**src/rtl/div_sequencer.sv**
```systemverilog
// div_sequencer: iterative restoring divider, one quotient bit per clock.
// Latency: WIDTH clocks from the ctrl_DIV capture edge to data_resultRDY; divide-by-zero completes on the capture edge.
// Build option DIV_SIGNED_EN: two's complement operands with sign correction and overflow flag; default build is unsigned.
module div_sequencer #(
  parameter int WIDTH = 32,
  parameter int CNT_W = $clog2(WIDTH)
) (
  input  logic             clk,
  input  logic             reset_n,
  input  logic             ctrl_DIV,
  input  logic [WIDTH-1:0] data_operandA,
  input  logic [WIDTH-1:0] data_operandB,
  output logic [WIDTH-1:0] data_result,
  output logic [WIDTH-1:0] data_remainder,
  output logic             data_exception,
  output logic             data_resultRDY,
  output logic             busy,
  output logic [CNT_W-1:0] n_iter
);

  typedef enum logic [1:0] {S_IDLE, S_RUN, S_DONE} state_e;

  state_e             state_q, state_d;
  logic [CNT_W-1:0]   cnt_q;
  logic [WIDTH-1:0]   r_q, q_q, b_q;
  logic               neg_quo_q, neg_rem_q, ovf_q;
  logic [WIDTH-1:0]   res_q, rem_q;
  logic               exc_q;

  logic               b_zero, last_iter;
  logic               a_neg, b_neg, ovf_in;
  logic [WIDTH-1:0]   a_mag, b_mag;
  logic [WIDTH:0]     r_sh, trial;
  logic [WIDTH-1:0]   r_nx, q_nx, fin_q, fin_r;

  assign b_zero    = (data_operandB == '0);
  assign last_iter = (cnt_q == CNT_W'(WIDTH - 1));

  // Operand magnitudes and sign/overflow flags taken at capture
  always_comb begin
    a_neg  = 1'b0;
    b_neg  = 1'b0;
    ovf_in = 1'b0;
    a_mag  = data_operandA;
    b_mag  = data_operandB;
`ifdef DIV_SIGNED_EN
    a_neg  = data_operandA[WIDTH-1];
    b_neg  = data_operandB[WIDTH-1];
    a_mag  = a_neg ? (~data_operandA + 1'b1) : data_operandA;
    b_mag  = b_neg ? (~data_operandB + 1'b1) : data_operandB;
    // Most-negative / -1: the magnitude quotient already equals most-negative
    ovf_in = (data_operandA == {1'b1, {(WIDTH-1){1'b0}}}) && (data_operandB == '1);
`endif
  end

  // One restoring step: shift {R,Q}, trial-subtract |B| in WIDTH+1 bits, keep if non-negative
  always_comb begin
    r_sh  = {r_q, q_q[WIDTH-1]};
    trial = r_sh - {1'b0, b_q};
    r_nx  = trial[WIDTH] ? r_sh[WIDTH-1:0] : trial[WIDTH-1:0];
    q_nx  = {q_q[WIDTH-2:0], ~trial[WIDTH]};
    fin_q = neg_quo_q ? (~q_nx + 1'b1) : q_nx;
    fin_r = neg_rem_q ? (~r_nx + 1'b1) : r_nx;
  end

  // State register
  always_ff @(posedge clk) begin
    if (!reset_n) state_q <= S_IDLE;
    else          state_q <= state_d;
  end

  // Next-state logic; a start pulse overrides whatever the current state would do
  always_comb begin
    state_d = state_q;
    case (state_q)
      S_IDLE:  state_d = S_IDLE;
      S_RUN:   state_d = last_iter ? S_DONE : S_RUN;
      S_DONE:  state_d = S_IDLE;
      default: state_d = S_IDLE;
    endcase
    if (ctrl_DIV) state_d = b_zero ? S_DONE : S_RUN;
  end

  // Status outputs decoded from the current state
  always_comb begin
    busy           = (state_q == S_RUN);
    data_resultRDY = (state_q == S_DONE);
  end

  // Datapath: capture on start, iterate in RUN, write results on the DONE-entry edge
  always_ff @(posedge clk) begin
    if (!reset_n) begin
      cnt_q     <= '0;
      r_q       <= '0;
      q_q       <= '0;
      b_q       <= '0;
      neg_quo_q <= 1'b0;
      neg_rem_q <= 1'b0;
      ovf_q     <= 1'b0;
      res_q     <= '0;
      rem_q     <= '0;
      exc_q     <= 1'b0;
    end else if (ctrl_DIV) begin
      cnt_q     <= '0;
      r_q       <= '0;
      q_q       <= a_mag;
      b_q       <= b_mag;
      neg_quo_q <= a_neg ^ b_neg;
      neg_rem_q <= a_neg;
      ovf_q     <= ovf_in;
      if (b_zero) begin
        res_q <= '0;
        rem_q <= '0;
        exc_q <= 1'b1;
      end
    end else if (state_q == S_RUN) begin
      r_q <= r_nx;
      q_q <= q_nx;
      if (last_iter) begin
        // Counter holds at WIDTH-1 so it never wraps within an operation
        res_q <= fin_q;
        rem_q <= fin_r;
        exc_q <= ovf_q;
      end else begin
        cnt_q <= cnt_q + 1'b1;
      end
    end
  end

  assign data_result    = res_q;
  assign data_remainder = rem_q;
  assign data_exception = exc_q;
  assign n_iter         = cnt_q;

endmodule

```
**config.mk**
```make
export PLATFORM = sky130hd
export DESIGN_NAME = div_sequencer
export DESIGN_NICKNAME = d
export VERILOG_FILES = /design/src/rtl/div_sequencer.sv
export SDC_FILE = /design/constraint.sdc
export NUM_CORES = 1
export LEC_CHECK = 0
export BUFFER_PORTS_ARGS = -buffer_cell sky130_fd_sc_hd__buf_2
export CORE_MARGIN = 2
export CORE_UTILIZATION = 25
export DETAILED_ROUTE_END_ITERATION = 7
export PLACE_DENSITY = 0.4
export SYNTH_ARGS = -nofsm -noshare
export SYNTH_HDL_FRONTEND = slang
export SYNTH_SLANG_ARGS = --single-unit
```
**constraint.sdc**
```tcl
create_clock -name clk -period 6.01 [get_ports clk]
set_input_delay 0.3005 -clock clk [delete_from_list [all_inputs] [get_ports clk]]
set_output_delay 0.3005 -clock clk [all_outputs]
set_load 0.02 [all_outputs]
```
# After elaboration in Yosys (flattened, before gate mapping)
# Cells that the tools add are included.
# W data, S select, Z words.
dict set report word_totals {
  regBits 168
  in_bits 67
  output_inout_bits 72
  wordCells 41
}
dict set report op_classes {
  n_addsub 2
  n_eq_ne 4
  n_mux 18
  bitwise_logic 3
  n_reduce_logical 6
}
# op n
set op_table {}
lappend op_table {{$mux W32} 10}
lappend op_table {{$sub A33 B32 Y33} 1}
lappend op_table {{$logic_not A32 Y1} 1}
lappend op_table {{$mux W2} 4}
lappend op_table {{$add A5 B1 Y5 const B} 1}
lappend op_table {{$eq A5 B5 Y1 const B} 1}
lappend op_table {{$mux W1} 4}
lappend op_table {{$reduce_bool A2 Y1} 2}
lappend op_table {{$not A1 Y1} 3}
lappend op_table {{$reduce_and A3 Y1} 1}
lappend op_table {{$eq A2 B1 Y1 const B} 1}
lappend op_table {{$eq A2 B2 Y1 const B} 1}
lappend op_table {{$ne A2 B1 Y1 const B} 1}
lappend op_table {{$reduce_and A2 Y1} 1}
lappend op_table {{$reduce_or A2 Y1} 1}

# Logic depth before layout (Yosys ltp)
# Gate-level depths: netlist of run 1.
dict set report depth {
  depth_word 5
  mapped_depth 14
  ltp_nobuf 12
}

# Worst setup path before layout of run 1
# Ideal clock, no wire load.
dict set report synth_timing {
  kind {flip-flop to flip-flop}
  startpoint {register q_q[31]}
  endpoint {register r_q[25]}
  setup_time_ns 0.079
  arrival_ns 2.976
  required_time_ns 5.931
  setup_slack_ns 2.955
  path_stages_with_launch 13
  n_path_buf 1
  synth_period_minus_slack_ns 3.055
  cell_sequence {dfxtp_1 inv_1 ha_1 fa_1 and2b_1 o2111ai_1 a31oi_2 nor4_4 o211a_1 or3_1 clkbuf_1 o41a_1 a211oi_2}
}
dict set report synth_via {
  elab_chain_cells 2
}
# element line
set synth_rtl {}
lappend synth_rtl {{from (decl)} 25} ;# logic [WIDTH-1:0] r_q, q_q, b_q;
lappend synth_rtl {{from (signal assigned)} 106} ;# q_q <= a_mag;
lappend synth_rtl {{from (signal assigned)} 118} ;# q_q <= q_nx;
lappend synth_rtl {{$sub A33 B32 Y33} 59} ;# trial = r_sh - {1'b0, b_q};
lappend synth_rtl {{$mux W32} 60} ;# r_nx = trial[WIDTH] ? r_sh[WIDTH-1:0] : trial[WIDTH-1:0];
lappend synth_rtl {{to (signal assigned)} 117} ;# r_q <= r_nx;
lappend synth_rtl {{to (decl)} 25}
# Every way passes these cells.
# A chain may end at the register's enable or synchronous reset.

# Worst setup path in the final report of run 1
# Ends and elaborated chain as after synthesis.

==> qor.csv, run 1 <==
metric;value;unit
status;completed;
Clk Tree Root Cell;clkbuf_16;
DRC viols;0;
M3 GR Usage;0.03235;
CTS Buffer Depth;2;
worst-path maximum fanout;40;
Clock power frac;0.389;
DRT iter0 DRCs;376;
net total in the final layout;1209;
Critical R2R Launch;q_q[31]$_SDFFE_PN0P_;
GR Layer Usage met1;0.2151;
Max Cap Violations;0;
Worst EP arrival;4.21;ns
hold depth;3;
Synth Warn #;0;
met2 Resource Use GR;0.2375;
synth-to-layout area growth;19.45;%
ant diodes;0;
setup TNS;0;ns
Slew @ Worst Pin;0.9848;ns
Internal;1.914;mW
Total GRT Usage;0.1526;
Vias;7216;
sequential cell area;3363;sq um
Finish-stage setup viols;0;
worst-path cell chain;inv_1, ha_1, fa_1, and2b_1, o2111ai_1, a31oi_2, nor4_4, o211a_1, or3_2, o41a_1, a211oi_2;
Post-synth top flop;dfxtp_1;
peak supply drop;0.0002130;V
H-tree Lvls;4;
fmax;258.8;MHz
Seq/Total Area, Yosys;0.4029;
placed cell area;9420;sq um
RD Place Congestion;0.7892;
number of port buffers;138;
CP endpoint kind;flip-flop;
antenna violations before repair;0;
Site Rows;66;
postcts setup bufs;0;
Worst path slowest cell;or3_2;
vias in the first global route;7135;
hold buffer count at cts;0;
RSZ-0062 raised after global routing;no;
Routed WL per cell;16.80;microns
clock slew at reported path FFs;0.08;ns
switching portion of total power;0.3037;
first-pass GRT wire length;41660;microns
r2r endpoint;r_q[25]$_SDFFE_PP0P_;
CP peak stage delay;0.86;ns
post-synthesis net count;1106;
Post-DRT Antenna Nets;0;
max_slew headroom;0.3435;
synthesis-stage register bit count;168;
pwr dens;275.6;nW/um^2
Final Max Slew Viols;0;
Multi-input gate area;4593;sq um
Hold Path Sink;q_q[11]$_SDFFE_PN0P_;
Num CTS Buffers;17;
final hold violation count;0;
startpoint types;flip-flop;
Pre-antenna DRT Iters;5;
total die area;34870;sq um
Overflow after GRT;0;
CTS tree;done;
PostCTS Resize Cnt;0;
Seq pwr share;0.427;
Post-Syn Instances;1004;
ys async rst share;0;
Die Span X;186.7;microns
Sw Pwr;834.6;uW
mapped cell area;8348;sq um
global route hottest layer;met2;
Core Region;32700;sq um
initial cell density of the core;0.2553;
R2R setup slack;2.15;ns
commonest non-fill, non-tap cell in the layout;dfxtp_1;
Leakage;4.231;nW
hold_sp;data_operandA[11];
count of cell types in the netlist;56;
layout cell share with drive strength beyond 1;0.1707;
Clock Sinks;168;
Worst Reg2Reg Path Length in Cells;11;
HPWL after detailed placement;18490;microns
worst skew pair latency;0.44;ns
vias per cell;4.623;
WL final;26220;microns
Fill cells;3608;
I/O Pins;139;
number of synthesized flops with an enable pin;0;
most frequent cells in the layout;dfxtp_1, buf_2, nand2_1;
pin count of the biggest net entering global routing;85;
Hold Crit Class;input pin to flip-flop;
Clock Skew;0.01354;ns
Avg Cell Area, Syn;8.315;sq um
Final Cycle Share;0.6428;
crit path time final;3.863;ns
combinational fraction of design power;0.184;
die span in y;186.7;microns
Crit Path Class;flip-flop to flip-flop;
Final Instance Area;9972;sq um
CP Data Required Time;6.36;ns
## registers in the layout (all words and copies together), names as in the netlist
name / flops
state_q: 2
n_iter: 5
b_q: 32
data_result: 32
data_remainder: 32
data_exception: 1
r_q: 32
q_q: 32
## cells in the mapped netlist, types with 2 or more instances
cell       instances  area [sq um]
a31oi_2            2         25.02
nand3_1           20         100.1
xnor2_1           18         157.7
a31oi_1            3         18.77
o21ai_0           63         315.3
and2_1             4         25.02
buf_1              7         26.28
a21o_1            18         135.1
a32oi_1            7         61.31
o211ai_1           2         15.01
nor3_1             7         35.03
nor2b_1           71         444.2
nand2_1          132         495.5
o21a_1            11         82.58
a41oi_1            2         17.52
inv_1             40         150.1
ha_1              34         425.4
xor2_1            12         105.1
a21boi_0           2         15.01
a211oi_1           4         30.03
buf_2              9         45.04
dfxtp_1          168          3363
a31o_2             2         17.52
o211a_1            2         20.02
mux2i_1           46         460.4
and3_1             5         31.28
a22o_1            32         280.3
clkbuf_1          45         168.9
o31ai_1            2         15.01
o21ai_1           10         50.05
o21bai_1           5         37.54
nor4_1             7         43.79
nand2b_1           5         31.28
o2111ai_1          3         26.28
a21oi_1          129         645.6
nor2_1            48         180.2
nand4_1            8         50.05
## power groups by stage
stage               sequential, mW  combinational, mW  clock [mW]
floorplan                     1.19              0.375           0
global placement              1.20              0.512           0
detailed placement            1.20              0.511           0
CTS                           1.17              0.513        1.11
global route                  1.18              0.574        1.15
finish                        1.17              0.506        1.07
## through the flow
step	power, mW	setup slack (ns)	hold slack, ns	util	cells
detailed placement	1.711	2.176	0.4401	0.2881	1530
floorplan	1.565	2.955	0.4540	-	1004
global route	2.903	1.912	0.1071	0.3049	1561
finish	2.748	2.147	0.1040	0.3049	1561
global placement	1.711	2.202	0.4381	0.2881	1530
CTS	2.793	2.140	0.07963	0.3049	1561
## routing by layer
metal  wire, microns  part of all wire
met4             236            0.0090
met5               0                 0
met3             966             0.037
met1           13330              0.51
met2           11690              0.45
## cells by family after synthesis
group                      share of synthesized area
and+or+nand+nor                               0.1812
DFF                                           0.4029
muxes                                        0.05516
xor gates and xnor gates                     0.03147
buffers and inverters                        0.04901
adders and majority gates                    0.05336
AOI/OAI and AO/OA                             0.2269
## critical path: cells and delay by family (launching register included)
kind	cells	cell delay, ns
AND/OR/NAND/NOR	3	1.21
buffers and inverters	1	0.06
flip-flops	1	0.34
AO/OA/AOI/OAI	5	1.56
adder cells (fa/ha/maj)	2	0.59
## worst max-delay path by stage
stage                                     from                    to  slack (ns)  depth (start not counted)
after floorplan           q_q[31]$_SDFFE_PN0P_  r_q[25]$_SDFFE_PP0P_        2.96                         12
after global placement    q_q[31]$_SDFFE_PN0P_  r_q[25]$_SDFFE_PP0P_        2.20                         11
after detailed placement  q_q[31]$_SDFFE_PN0P_  r_q[25]$_SDFFE_PP0P_        2.18                         11
after CTS                 q_q[31]$_SDFFE_PN0P_  r_q[25]$_SDFFE_PP0P_        2.14                         11
after global routing      q_q[31]$_SDFFE_PN0P_  r_q[25]$_SDFFE_PP0P_        1.91                         11
final                     q_q[31]$_SDFFE_PN0P_  r_q[25]$_SDFFE_PP0P_        2.15                         11
## cell type report
type                       instances  area share
multi-input combinational        733      0.4606
sequential                       168      0.3373
timing repair buffer             147     0.07629
tap                              442     0.05546
clock buffer                      17     0.04266
inverter                          40     0.01506
clock inverter                    14     0.01267
Note: power is estimated with default switching activity, not from simulation.
==> run 2, diff against run 1 <==
--- a/config.mk
+++ b/config.mk
@@ -9,7 +9,7 @@
 export CORE_MARGIN = 2
 export CORE_UTILIZATION = 25
 export DETAILED_ROUTE_END_ITERATION = 7
-export PLACE_DENSITY = 0.4
+export PLACE_DENSITY = 0.41
 export SYNTH_ARGS = -nofsm -noshare
 export SYNTH_HDL_FRONTEND = slang
 export SYNTH_SLANG_ARGS = --single-unit
==> constraint.sdc (replaced) <==
create_clock -name clk -period 3.35 [get_ports clk]
set_input_delay 0.1675 -clock clk [delete_from_list [all_inputs] [get_ports clk]]
set_output_delay 0.1675 -clock clk [all_outputs]
set_load 0.02 [all_outputs]
==> run 2 against run 1 <==
Via count rose by 6.6%. Count of clock-buffer cells in the layout rose by 2. Sequential share of layout area fell by 2.9 points. Hold slack got worse by 0.086 ns. Worst setup slack got worse by 2.1 ns. Combinational power rose by 110%. Routed wire length rose by 4.6%. Cell count rose by 5.9%. Final area rose by 9.3%. Utilization rose by 2.8 points.
==> qor.csv, run 2 (same netlist as run 1, synthesis figures left out) <==
metric;value;unit
status;completed;
Hold Crit Class;input pin to flip-flop;
DRC viols;0;
first-pass GRT wire length;43370;microns
die span in y;186.7;microns
Clk Tree Root Cell;clkbuf_16;
CP endpoint kind;flip-flop;
pre-CTS setup slack;-0.05632;ns
Final Core Density;0.3333;
total die area;34870;sq um
RSZ-0062 raised after global routing;yes;
placed cell area;9713;sq um
fmax;305.3;MHz
net total in the final layout;1300;
Worst EP arrival;3.64;ns
Final Cycle Share;0.9776;
pin count of the biggest net entering global routing;85;
max_slew headroom;0.1634;
number of port buffers;138;
I/O Pins;139;
CP peak stage delay;0.45;ns
pwr dens;477.2;nW/um^2
Leakage;4.672;nW
HPWL after detailed placement;19430;microns
Die Span X;186.7;microns
vias per cell;4.655;
PnR worst setup slack;0.07502;ns
R2R setup slack;0.08;ns
WP depth;12;
Total GRT Usage;0.1582;
CP Data Required Time;3.71;ns
Post-DRT Antenna Nets;0;
CTS tree;done;
commonest non-fill, non-tap cell in the layout;dfxtp_1;
initial cell density of the core;0.2553;
worst-path cell chain;inv_1, ha_1, fa_1, and2b_2, o2111ai_4, a31oi_4, nor4_4, o211a_1, or3_1, buf_4, o41a_1, a211oi_2;
most frequent cells in the layout;dfxtp_1, buf_2, nand2_1;
Core Region;32700;sq um
Worst path slowest cell;o41a_1;
layout cell share with drive strength beyond 1;0.1916;
postcts setup bufs;0;
worst skew pair latency;0.45;ns
Crit Path Class;flip-flop to flip-flop;
Clock Skew;0.01226;ns
Worst Reg2Reg Path Length in Cells;12;
Fill cells;3526;
worst-path maximum fanout;6;
Pre-antenna DRT Iters;4;
synth-to-layout area growth;30.55;%
hold depth;3;
RD Place Congestion;0.8342;
peak supply drop;0.0003679;V
Bufs and invs on worst path;2;
Overflow after GRT;0;
Clock Sinks;168;
Final Max Slew Viols;0;
Final Instance Area;10900;sq um
Slew @ Worst Pin;1.252;ns
CTS Buffer Depth;2;
vias in the first global route;7575;
Site Rows;66;
crit path time final;3.275;ns
delay-heaviest family, CP;compound AO/OA/AOI/OAI gates;
Num CTS Buffers;17;
startpoint types;flip-flop;
Routed WL per cell;16.59;microns
H-tree Lvls;4;
clock slew at reported path FFs;0.07;ns
WL final;27420;microns
ant diodes;0;
final hold violation count;0;
Max Cap Violations;0;
antenna violations before repair;0;
DRT iter0 DRCs;432;
Vias;7694;
Finish-stage setup viols;0;
## run 2: cell count changes in the layout (fill, tap and decap cells not counted), moves of 2 or more
cell,delta
clkbuf_8,+2
clkinv_4,-2
inv_8,+2
buf_4,+37
clkinv_2,-3
dlygate4sd3_1,+53
## run 2: final timing paths
check	from	to
max	q_q[31]$_SDFFE_PN0P_	r_q[25]$_SDFFE_PP0P_
min	data_operandB[6]	b_q[6]$_SDFFE_PN0P_
max reg2reg	q_q[31]$_SDFFE_PN0P_	r_q[25]$_SDFFE_PP0P_
min reg2reg	data_result[0]$_SDFFE_PN0P_	data_result[0]$_SDFFE_PN0P_
## run 2: worst reg2reg max path: cells and delay by family, from the launching register on
kind / cells / cell delay, ns
DFF: 1 / 0.33
adders and majority gates: 2 / 0.60
AOI/OAI and AO/OA: 5 / 1.31
and+or+nand+nor: 3 / 0.73
buffers and inverters: 2 / 0.24
## run 2: power breakdown
part | leakage (nW) | switching [mW] | internal [mW]
Combinational | 3.02 | 0.601 | 0.461
Sequential | 1.37 | 0.0486 | 2.06
Clock | 0.283 | 0.946 | 1.09
## run 2: final cells by class
type                       count  area, sq um  area share
inverter                      40        150.1     0.01378
timing repair buffer         238         1589      0.1458
clock buffer                  19        452.9     0.04156
multi-input combinational    733         4649      0.4266
clock inverter                13        140.1     0.01286
tap                          442        553.0     0.05075
sequential                   168         3363      0.3086
## run 2: through the flow
stage	power, mW	hold WS (ns)	cells	TNS [ns]
floorplan	2.808	0.3252	1004	0
global placement	3.143	0.4215	1568	-0.009466
detailed placement	3.142	0.4311	1568	-0.3532
CTS	5.256	0.0007641	1653	0
global route	5.469	0.02338	1653	-0.5589
finish	5.201	0.01837	1653	0
## run 2: layer usage
layer	track usage	share of wire	up-vias
met5	0	0	-
met2	0.2498	0.44	160
li1	-	-	3913
met1	0.2213	0.51	3592
met3	0.02313	0.031	29
met4	0.05037	0.017	0
## run 2: timing repair
action | CTS | global route
endpoints found under the hold margin | 53 | 0
pin swaps | 1 | 3
hold buffers | 53 | 0
gates resized for setup | 4 | 5
endpoints found under the setup margin | 18 | 30
